==> src/rtl/input_conditioner.sv <==
// input_conditioner
//   Conditions raw, bouncing board inputs (buttons, switches) for the datapath.
//   Each channel has a 2-FF synchronizer and a debounce FSM with a
//   consecutive-sample counter. The outputs are a clean level plus one-cycle
//   rise and fall strobes. Channels are fully independent.
module input_conditioner #(
  parameter int N_IN            = 2,
  parameter int DEBOUNCE_CYCLES = 1250000,
  parameter int CNT_W           = 21
) (
  input  logic            sysclk,
  input  logic            reset,
  input  logic [N_IN-1:0] raw_in,
  output logic [N_IN-1:0] level_out,
  output logic [N_IN-1:0] rise_pulse,
  output logic [N_IN-1:0] fall_pulse
);

  typedef enum logic [1:0] {
    STABLE_LO,
    CONFIRM_HI,
    STABLE_HI,
    CONFIRM_LO
  } state_e;

  // Terminal count: this is the last confirm sample before a change is accepted.
  localparam logic [CNT_W-1:0] CNT_LAST   = CNT_W'(DEBOUNCE_CYCLES - 1);
  localparam logic [CNT_W-1:0] CNT_ONE    = CNT_W'(1);
  // With a single-sample debounce, the confirm states are skipped entirely.
  localparam bit               ACCEPT_NOW = (DEBOUNCE_CYCLES == 1);

  logic [N_IN-1:0] sync1_q;
  logic [N_IN-1:0] sync2_q;

  // Two-stage synchronizer: only sync2_q is ever seen by the debounce logic.
  always_ff @(posedge sysclk) begin
    // NOTE: all clocked state uses non-blocking assignment, so that every
    // register samples the pre-edge values of its inputs.
    if (reset) begin
      sync1_q <= '0;
      sync2_q <= '0;
    end else begin
      sync1_q <= raw_in;
      sync2_q <= sync1_q;
    end
  end

  for (genvar ch = 0; ch < N_IN; ch++) begin : g_ch
    state_e           state_q;
    logic [CNT_W-1:0] cnt_q;
    logic             level_q;
    logic             rise_q;
    logic             fall_q;

    // Debounce FSM: accept a new level after DEBOUNCE_CYCLES consecutive mismatched samples.
    always_ff @(posedge sysclk) begin
      if (reset) begin
        state_q <= STABLE_LO;
        cnt_q   <= '0;
        level_q <= 1'b0;
        rise_q  <= 1'b0;
        fall_q  <= 1'b0;
      end else begin
        // NOTE: the strobes default low every cycle. Only an acceptance raises
        // them, so each strobe lasts exactly one cycle.
        rise_q <= 1'b0;
        fall_q <= 1'b0;
        unique case (state_q)
          STABLE_LO: begin
            if (sync2_q[ch]) begin
              if (ACCEPT_NOW) begin
                state_q <= STABLE_HI;
                cnt_q   <= '0;
                level_q <= 1'b1;
                rise_q  <= 1'b1;
              end else begin
                state_q <= CONFIRM_HI;
                cnt_q   <= CNT_ONE;
              end
            end
          end
          CONFIRM_HI: begin
            if (!sync2_q[ch]) begin
              // A single sample back at the stable value discards the partial confirm.
              state_q <= STABLE_LO;
              cnt_q   <= '0;
            end else if (cnt_q == CNT_LAST) begin
              state_q <= STABLE_HI;
              cnt_q   <= '0;
              level_q <= 1'b1;
              rise_q  <= 1'b1;
            end else begin
              cnt_q <= cnt_q + CNT_ONE;
            end
          end
          STABLE_HI: begin
            if (!sync2_q[ch]) begin
              if (ACCEPT_NOW) begin
                state_q <= STABLE_LO;
                cnt_q   <= '0;
                level_q <= 1'b0;
                fall_q  <= 1'b1;
              end else begin
                state_q <= CONFIRM_LO;
                cnt_q   <= CNT_ONE;
              end
            end
          end
          CONFIRM_LO: begin
            if (sync2_q[ch]) begin
              state_q <= STABLE_HI;
              cnt_q   <= '0;
            end else if (cnt_q == CNT_LAST) begin
              state_q <= STABLE_LO;
              cnt_q   <= '0;
              level_q <= 1'b0;
              fall_q  <= 1'b1;
            end else begin
              cnt_q <= cnt_q + CNT_ONE;
            end
          end
          default: begin
            state_q <= STABLE_LO;
            cnt_q   <= '0;
          end
        endcase
      end
    end

    assign level_out[ch]  = level_q;
    assign rise_pulse[ch] = rise_q;
    assign fall_pulse[ch] = fall_q;
  end

endmodule

==> config.mk <==
export PLATFORM = sky130hd
export DESIGN_NAME = input_conditioner
export DESIGN_NICKNAME = d
export VERILOG_FILES = /design/src/rtl/input_conditioner.sv
export SDC_FILE = /design/constraint.sdc
export NUM_CORES = 1
export LEC_CHECK = 0
export ABC_AREA = 1
export BUFFER_PORTS_ARGS = -buffer_cell sky130_fd_sc_hd__clkbuf_2
export CORE_ASPECT_RATIO = 1.4
export CORE_MARGIN = 2
export CORE_UTILIZATION = 25
export DETAILED_ROUTE_END_ITERATION = 8
export PLACE_DENSITY_LB_ADDON = 0.15
export SYNTH_ARGS = -nofsm -noshare
export SYNTH_HDL_FRONTEND = slang
export SYNTH_SLANG_ARGS = --single-unit
==> constraint.sdc <==
create_clock -name sysclk -period 1.68 [get_ports sysclk]
set_input_delay 0.084 -clock sysclk [delete_from_list [all_inputs] [get_ports sysclk]]
set_output_delay 0.084 -clock sysclk [all_outputs]
set_load 0.05 [all_outputs]
==> results_dict.tcl <==
set metrics [dict create \
    routed_wl_um 8750 \
    seq_area_um2 1120 \
    antenna_found_initial 0 \
    rsz0062_at_grt "no" \
    initial_core_util_pct 25.6 \
    multi_input_area_um2 1830 \
    vias 3114 \
    yosysTopAreaCell "dfxtp_1" \
    core_region_area_um2 12900 \
    synth_top_cell_area_share_pct 34.1 \
    synthArstFlopShare_pct 0 \
    place.gp.congestion 0.881 \
    grt_max_degree 20 \
    synthDistinctLibCells 33 \
    cts.path.max_buffers 2 \
    synthFlopType "dfxtp_1" \
    grt.overflow.total 0 \
    slew_viol_final 0 \
    r2r_slack_ns 0.17 \
    met2WireLength_um 4810 \
    post-route-min-period_ns 1.51 \
    synthCells 517 \
    drt_iter0_markers 83 \
    cts_tree "done" \
    max_slew_margin_pct 75.9 \
    hold_viol 0 \
    fin_nets 541 \
    wl_met3_um 145 \
    ys_seq_area_share_pct 34.1 \
    vias_per_cell 4.52 \
    first_global_vias 3085 \
    n_antenna_cell 0 \
    synthesis.area_um2 3290 \
    peakVddDrop_uv 387 \
    cp_num_buf_inv 1 \
    first_pass_iters 4 \
    highest_layer "met4" \
    drc 0 \
    clk_pin_slew_worst_paths_ns 0.08 \
    dp_hpwl_um 6760 \
    insertion_delay_ns 0.30 \
    fmaxAchievable_ghz 0.663 \
    setup_viol 0 \
    syn-mean-instance-area_um2 6.36 \
    ys_warn_count 0 \
    wl_met1_um 3570 \
    maxCapViolations 0 \
    outcome "finished clean" \
    fp.dieH_um 140 \
    pre_cts_ws_ns 0.0728 \
    htree_levels 2 \
    pin_count 10 \
    synth_enable_flop_cells 0 \
    cts.sinks 56 \
    synth-seq-cells 56 \
    grt_use_total_pct 13.3 \
    cp_max_fo 17 \
    cts_root_buf "clkbuf_16" \
    drtAntennaViolNets 0 \
    required_ns 1.86 \
    final_common_cell "nand2_1" \
    numCtsBuffers 5 \
    critPathTopFamily "simple AND/OR/NAND/NOR gates" \
    wl_per_cell_um 12.7 \
    p_per_area_nw_per_um2 780 \
    placementRows 49 \
    p_leak_uw 0.00133 \
    setup_tns_ns 0 \
    drive_gt1_share_pct 15.1 \
    cp-start-kind "flop" \
    grt_pass1_wl_um 14800 \
    die_x_um 101 \
    period_share_pct 89.8 \
    final_cells 689 \
    postLayoutSetupSlackWorst_ns 0.172 \
    synth_fp_nets 523 \
    io_buffers 9 \
    placed_cells 679 \
    synth.area.top_cells "dfxtp_1 34%, nand2_1 17%, nor2_1 8.1%, inv_1 6.6%, a21oi_1 5.5%" \
    clock_skew_ns 0.00701 \
    cp_slowest_cell "dfxtp_1" \
    cp_slowest_stage_delay_ns 0.35 \
    final_cell_mix "152 x nand2_1, 69 x nor2_1, 58 x inv_1, 54 x dfxtp_1, 36 x a21oi_1" \
    crit_arrival_ns 1.69 \
    crit_chain "ha_1 -> nand3_1 -> nor2_2 -> nand3_4 -> nand2_4 -> inv_4 -> o21ai_0 -> a21oi_1" \
    fillCellCount 1456 \
    crit_type "reg -> reg" \
    area_delta_synth_final_pct 14.5 \
    tightest_slew_ns 0.359 \
    worstSetupEndpointType "flop" \
    die_area_um2 14100 \
    min_path_type "in -> reg" \
]
## kinds of logic (layout without fill, tap and decap cells)
kind of cell / Yosys count / after routing / synth area share [%]
AOI/OAI and AO/OA: 67 / 67 / 10.9
DFF: 56 / 56 / 34.1
adders and majority gates: 2 / 2 / 0.760
and+or+nand+nor: 304 / 304 / 41.5
xor gates and xnor gates: 5 / 5 / 1.56
buffers and inverters: 83 / 102 / 11.2
## routing by layer
layer,up-vias,GRT usage [%]
li1,1673,-
met1,1403,14.3
met2,23,25.5
met3,15,1.91
met4,0,5.19
met5,-,0
## cells in the mapped netlist, drive strengths merged (2+ instances only)
cell,count
nor2,85
nand4,10
dfxtp,56
inv,65
o21a,3
clkbuf,4
nor3,5
nand2,159
o22ai,3
a21oi,37
nand3,42
xnor2,4
nor4,3
o21ai,22
buf,14
ha,2
## cell type report
cell class	count	area share, %
inverters	65	6.54
well taps	153	5.08
flip-flops and latches	56	29.8
repair buffers	29	5.65
clock inverters	3	1.13
multi-input cells	378	48.5
clock buffers	5	3.32
## through the flow
stage	area (µm²)	utilization, %	hold slack (ns)	power [µW]
after floorplan	3290	-	0.191	1640
after global placement	3550	27.6	0.280	1760
after detailed placement	3550	27.6	0.285	1760
after CTS	3740	29.0	0.131	2990
after global routing	3770	29.3	0.170	3090
final	3770	29.3	0.138	2940
## flip-flops by register name, summed over array words and instances (netlist names), named ones only
| signal | flops |
|---|---|
| g_ch.fall_q | 2 |
| sync1_q | 2 |
| g_ch.cnt_q | 42 |
| sync2_q | 2 |
| g_ch.state_q | 2 |
| g_ch.rise_q | 2 |
| g_ch.level_q | 2 |
## final timing paths
check | from | depth (start not counted) | endpoint
worst min register to register | sync1_q[1] | 2 | sync2_q[1]
worst max-delay path | g_ch[0].cnt_q[1] | 8 | g_ch[0].cnt_q[16]
worst min-delay path | reset | 4 | flop
worst max register to register | g_ch[0].cnt_q[1] | 8 | g_ch[0].cnt_q[16]
## what timing repair did
action / CTS / global route
resized for setup: 0 / 9
setup buffers: 0 / 0
hold buffers: 2 / 0
setup endpoints to repair: 0 / 11
hold endpoints to repair: 2 / 0
## worst min-delay path, stage by stage
cell      delay, ns
clkbuf_2       0.10
inv_1          0.10
nand2_1        0.08
nor2_1         0.03
## report_power, final
group | switching, µW | total [µW] | internal [µW]
clock network | 504 | 1210 | 702
logic | 236 | 348 | 112
registers | 24.5 | 1380 | 1360
Note: power is estimated with default switching activity, not from simulation.
